===== src/rtl/apb_bridge_pkg.sv =====
// Shared definitions for the AHB-to-APB bridge: FSM states, AHB response codes,
// APB region map and the one-hot peripheral select decode.
package apb_bridge_pkg;

    typedef enum logic [2:0] {
        ST_IDLE,
        ST_WWAIT,
        ST_READ,
        ST_RENABLE,
        ST_WRITE,
        ST_WENABLE,
        ST_ERR1,
        ST_ERR2
    } bridge_state_e;

    localparam logic [1:0] HRESP_OKAY  = 2'b00;
    localparam logic [1:0] HRESP_ERROR = 2'b01;

    localparam logic [31:0] REGION0_BASE  = 32'h8000_0000;
    localparam logic [31:0] REGION0_LIMIT = 32'h83FF_FFFF;
    localparam logic [31:0] REGION1_BASE  = 32'h8400_0000;
    localparam logic [31:0] REGION1_LIMIT = 32'h87FF_FFFF;
    localparam logic [31:0] REGION2_BASE  = 32'h8800_0000;
    localparam logic [31:0] REGION2_LIMIT = 32'h8BFF_FFFF;

    function automatic logic [2:0] apb_sel_decode(input logic [31:0] addr);
        logic [2:0] sel;
        sel = 3'b000;
        if (addr >= REGION0_BASE && addr <= REGION0_LIMIT) begin
            sel = 3'b001;
        end else if (addr >= REGION1_BASE && addr <= REGION1_LIMIT) begin
            sel = 3'b010;
        end else if (addr >= REGION2_BASE && addr <= REGION2_LIMIT) begin
            sel = 3'b100;
        end
        return sel;
    endfunction

endpackage


===== src/rtl/apb_bridge_ctrl.sv =====
// APB-side sequencer of the AHB-to-APB bridge: APB3 SETUP/ACCESS phases, AHB wait
// states and the two-cycle AHB ERROR response on Pslverr.
//
// state    | meaning
// ---------+-----------------------------------------------------------
// IDLE     | no APB transfer; ready to accept an AHB address
// WWAIT    | write accepted, waiting one cycle for Hwdata
// READ     | APB read SETUP phase
// RENABLE  | APB read ACCESS phase (held while Pready=0)
// WRITE    | APB write SETUP phase
// WENABLE  | APB write ACCESS phase (held while Pready=0)
// ERR1     | first ERROR cycle, Hreadyout low
// ERR2     | second ERROR cycle, Hreadyout high; next address may be taken
module apb_bridge_ctrl
    import apb_bridge_pkg::*;
#(
    parameter int ADDR_W = 32,
    parameter int DATA_W = 32
) (
    input  logic              Hclk,
    input  logic              Hresetn,
    input  logic              valid,
    input  logic              Hwrite,
    input  logic [ADDR_W-1:0] Haddr,
    input  logic [ADDR_W-1:0] Haddr1,
    input  logic [DATA_W-1:0] Hwdata,
    input  logic              Pready,
    input  logic              Pslverr,
    output logic [2:0]        Pselx,
    output logic              Penable,
    output logic              Pwrite,
    output logic [ADDR_W-1:0] Paddr,
    output logic [DATA_W-1:0] Pwdata,
    output logic              Hreadyout,
    output logic [1:0]        Hresp
);

    bridge_state_e     state_q, state_d, next_xfer;
    logic [2:0]        psel_q, psel_d;
    logic              penable_q, penable_d;
    logic              pwrite_q, pwrite_d;
    logic [ADDR_W-1:0] paddr_q, paddr_d;
    logic [DATA_W-1:0] pwdata_q, pwdata_d;

    // Where to go when a new AHB address phase may be accepted.
    assign next_xfer = !valid ? ST_IDLE : (Hwrite ? ST_WWAIT : ST_READ);

    always_comb begin
        state_d   = state_q;
        psel_d    = psel_q;
        penable_d = penable_q;
        pwrite_d  = pwrite_q;
        paddr_d   = paddr_q;
        pwdata_d  = pwdata_q;
        Hreadyout = 1'b0;
        Hresp     = HRESP_OKAY;

        case (state_q)
            ST_IDLE: begin
                state_d   = next_xfer;
                Hreadyout = 1'b1;
            end
            ST_WWAIT: state_d = ST_WRITE;
            ST_READ:  state_d = ST_RENABLE;
            ST_WRITE: state_d = ST_WENABLE;
            ST_RENABLE, ST_WENABLE: begin
                if (Pready) begin
                    state_d = Pslverr ? ST_ERR1 : next_xfer;
                end
                Hreadyout = Pready & ~Pslverr;
            end
            ST_ERR1: begin
                state_d = ST_ERR2;
                Hresp   = HRESP_ERROR;
            end
            ST_ERR2: begin
                state_d   = next_xfer;
                Hreadyout = 1'b1;
                Hresp     = HRESP_ERROR;
            end
            default: state_d = ST_IDLE;
        endcase

        // APB outputs are registered on the edge that enters the new state.
        case (state_d)
            ST_READ: begin
                paddr_d   = Haddr;
                pwrite_d  = 1'b0;
                psel_d    = apb_sel_decode(32'(Haddr));
                penable_d = 1'b0;
            end
            ST_WRITE: begin
                paddr_d   = Haddr1;
                pwdata_d  = Hwdata;
                pwrite_d  = 1'b1;
                psel_d    = apb_sel_decode(32'(Haddr1));
                penable_d = 1'b0;
            end
            ST_RENABLE, ST_WENABLE: penable_d = 1'b1;
            default: begin
                psel_d    = 3'b000;
                penable_d = 1'b0;
            end
        endcase
    end

    always_ff @(posedge Hclk) begin
        if (!Hresetn) begin
            state_q   <= ST_IDLE;
            psel_q    <= 3'b000;
            penable_q <= 1'b0;
            pwrite_q  <= 1'b0;
            paddr_q   <= '0;
            pwdata_q  <= '0;
        end else begin
            state_q   <= state_d;
            psel_q    <= psel_d;
            penable_q <= penable_d;
            pwrite_q  <= pwrite_d;
            paddr_q   <= paddr_d;
            pwdata_q  <= pwdata_d;
        end
    end

    assign Pselx   = psel_q;
    assign Penable = penable_q;
    assign Pwrite  = pwrite_q;
    assign Paddr   = paddr_q;
    assign Pwdata  = pwdata_q;

endmodule

===== config.mk =====
export PLATFORM = sky130hd
export DESIGN_NAME = apb_bridge_ctrl
export DESIGN_NICKNAME = d
export VERILOG_FILES = /design/src/rtl/apb_bridge_pkg.sv /design/src/rtl/apb_bridge_ctrl.sv
export SDC_FILE = /design/constraint.sdc
export NUM_CORES = 1
export LEC_CHECK = 0
export ABC_AREA = 0
export CORE_ASPECT_RATIO = 0.9
export CORE_MARGIN = 4
export CORE_UTILIZATION = 38
export CTS_CLUSTER_SIZE = 10
export DETAILED_ROUTE_END_ITERATION = 12
export PLACE_DENSITY = 0.91
export SYNTH_ARGS = -nofsm -noshare
export SYNTH_HDL_FRONTEND = slang
export SYNTH_SLANG_ARGS = --single-unit

===== constraint.sdc =====
create_clock -name Hclk -period 2.6 [get_ports Hclk]
set_input_delay 0.26 -clock Hclk [delete_from_list [all_inputs] [get_ports Hclk]]
set_output_delay 0.26 -clock Hclk [all_outputs]
set_load 0.03 [all_outputs]

==> summary.md <==
| Metric | Value |
|---|---|
| Largest family of logic cells by synthesized area | compound AO/OA/AOI/OAI gates |
| Tot Pwr | 0.00353 W |
| PD cells | 689 nW/um^2 |
| Setup crit end kind | output pin |
| Total GRT Usage | 21.3% |
| Setup repair after global routing missed its margin | false |
| I/O pin count | about 170 |
| Worst R2R Start | state_q[2] |
| Core footprint | just under 8000 sq um |
| CTS buffer count | 9 |
| Share of layout cells above drive strength 1 | 6.94% |
| DRT iter0 DRCs | 142 |
| Adder and majority gate portion of the synthesized area | 0% |
| CTS tree | yes |
| Vias per inst | 5.50 |
| Clk_lat worst skew | 0.35 ns |
| Die area | 9590 sq um |
| Row count | 30 |
| Die width | 103 microns |
| CP required | 2.34 ns |
| Vias in the first global route | 3291 |
| Post-DRT Antenna Nets | 0 |
| Post-synth cell types | 40 |
| WP data arrival | 2.02 ns |
| Clk Tree Root Cell | clkbuf_8 |
| Hold depth | 3 |
| Port bufs | 172 |
| Flip-flop and latch count after synthesis | 72 |
| Startpoint class of the critical path | flip-flop |
| Largest net degree at the start of global routing | 44 |
| Maximum clock path buffer count | 2 |
| Flop2flop setup slack | 0.50 ns |
| Nets@finish | 630 |
| Sequential fraction of the synthesis area | 46.9% |
| Post-Layout Cell Count | 629 |
| Dpl hpwl | 7.61 mm |
| Mux share of post-synthesis cell area | 0% |
| Synth Net Count | 475 |
| GRT overflow | 0 |
| HP Start | Hwdata[29] |
| GPL Wtd Cong | about 0.9 |
| CTS Hold Bufs | 0 |
| Max Cap Violations | 0 |
| Worst Hold End | Pwdata[29] |
| Status | complete, no violations |
| Most frequent cells in the layout | clkdlybuf4s50_1 (171), nand2_1 (73), dfxtp_1 (72) |
| Mean Syn Cell Area | 8.24 sq um |
| Number of antenna violations at the first check in global routing | 0 |
| Post-layout util | 66.6% |
| Final setup violation count | 0 |
| Synthesized-area fraction occupied by ao, oa, aoi and oai cells | 26.5% |
| DRT Pass-1 Iters | 4 |
| VDD IR max | around 0.0004 V |
| Leakage | 1.75 nW |
| Commonest non-fill, non-tap cell in the layout | clkdlybuf4s50_1 |
| Layout Skew | about 0.010 ns |
| XOR/XNOR Fraction of Synth Area | 0% |
| Rel. slew slack | 59.7% |
| Mapped cell area | 3070 sq um |
| Chip height | 93.3 microns |
| Routed vias | roughly 3500 |
| Max-slew violation count | 0 |
| Global-route wire length before repair | roughly 16 mm |
| Max Freq | between 400 and 500 MHz |
| Post-CTS Resized | 0 |
| Setup CP Type | flip-flop to output pin |
| Final hold violations | 0 |
| Hold Path Class | input pin to flip-flop |
| Simple-gate area share of the yosys netlist | 20.5% |
| TritonCTS Sinks | between 70 and 80 |
| Fin crit share | a little under 90% |
| Worst r2r dst | Pselx[1] |
| Dpl cells | around 600 |
| Setup bufs post-CTS | 0 |
| Post-synthesis instance total | 373 |
| # diodes | 0 |
| Worst-Margin Slew | 0.604 ns |
| Area delta synth->final | 66.7% |
| Clock transition at path regs | 0.08 ns |
| Tmin final | approximately 2.3 ns |
| Drt total wl | 10.4 mm |
| DRC Markers | 0 |
| H-tree levels | 3 |
| Drt wl/cell | 16.5 microns |
| Initial Util | 39.9% |
| Setup TNS | 0 ns |
| Worst r2r path cells | 6 |
| Yosys warns | 0 |
| Crit path max fanout | 11 |
metal layers:
metal	up-vias	global-route usage, %	part of all wire [%]
met4	0	10.1	2.8
met2	147	35.9	51
met1	1598	24.6	38
met5	-	0	0
met3	28	6.26	8.3
li1	1686	-	-
area by class of cell:
class / count / area, sq um
fill: 635 / 2570
inverter: 5 / 18.8
timing repair buffer: 183 / 1840
clock inverter: 6 / 116
clock buffer: 10 / 128
multi-input combinational: 257 / 1460
sequential: 72 / 1440
tap: 96 / 120
cell families (layout without fill, tap and decap cells):
| logic type | count (synthesis) | in the layout |
|---|---|---|
| flops | 72 | 72 |
| simple gates | 131 | 131 |
| compound gates | 125 | 125 |
| other cells | 1 | 1 |
| buf+inv | 44 | 204 |
critical path, cell delays in order (launching register included):
cell	delay [ns]
dfxtp_1	0.42
nor2_1	0.34
nor2_1	0.07
a31oi_1	0.15
clkdlybuf4s50_1	0.69
registers in the layout, summed over array words and instances, names as in the netlist:
name and flops:
Paddr 32, Penable 1, Pselx 3, Pwdata 32
Pwrite 1, state_q 3
cells in the mapped netlist, drive strengths merged:
master | number | area (sq um)
o32ai | 1 | 27.5
a2bb2oi | 1 | 15.0
and2 | 1 | 6.26
nor3 | 2 | 10.0
nor4 | 1 | 6.26
o22ai | 1 | 6.26
o31ai | 1 | 7.51
or2 | 1 | 6.26
and2b | 1 | 8.76
o311a | 1 | 10.0
nand4b | 1 | 8.76
o21ai | 40 | 204
clkbuf | 33 | 128
nand2 | 74 | 278
clkinv | 1 | 3.75
nand2b | 1 | 6.26
buf | 6 | 37.5
nor2 | 7 | 26.3
a21boi | 1 | 7.51
nand4 | 32 | 200
nor2b | 2 | 12.5
nor3b | 3 | 22.5
nand3 | 1 | 5.00
dfxtp | 72 | 1440
or4 | 1 | 7.51
a21oi | 38 | 190
a21o | 2 | 15.0
o221ai | 32 | 280
or4b | 2 | 20.0
o211ai | 1 | 7.51
conb | 1 | 3.75
a31oi | 5 | 31.3
inv | 4 | 15.0
a2111o | 1 | 11.3
or3 | 1 | 6.26
power breakdown:
group          internal [W]  switching (W)
logic              0.000495       0.000648
clock network      0.000645       0.000441
registers           0.00123      0.0000748
total               0.00237        0.00116
per-stage QoR:
stage	area (sq um)	worst slack [ns]	hold slack, ns
after global routing	5120	0.182	0.438
after floorplan	3070	0.758	0.396
after global placement	4880	0.300	0.441
after CTS	5120	0.319	0.436
final	5120	0.321	0.452
after detailed placement	4880	0.246	0.447
worst max-delay path by stage:
stage / start / end / slack (ns) / depth (start not counted)
finish: state_q[2] / Hreadyout / 0.32 / 4
CTS: state_q[2] / Hreadyout / 0.32 / 4
detailed placement: Pready / Pselx[1] / 0.25 / 7
global route: state_q[2] / Hreadyout / 0.18 / 4
global placement: Pready / Pselx[1] / 0.30 / 7
floorplan: state_q[1] / Pselx[1] / 0.76 / 8
(Power assumes the default switching activity.)
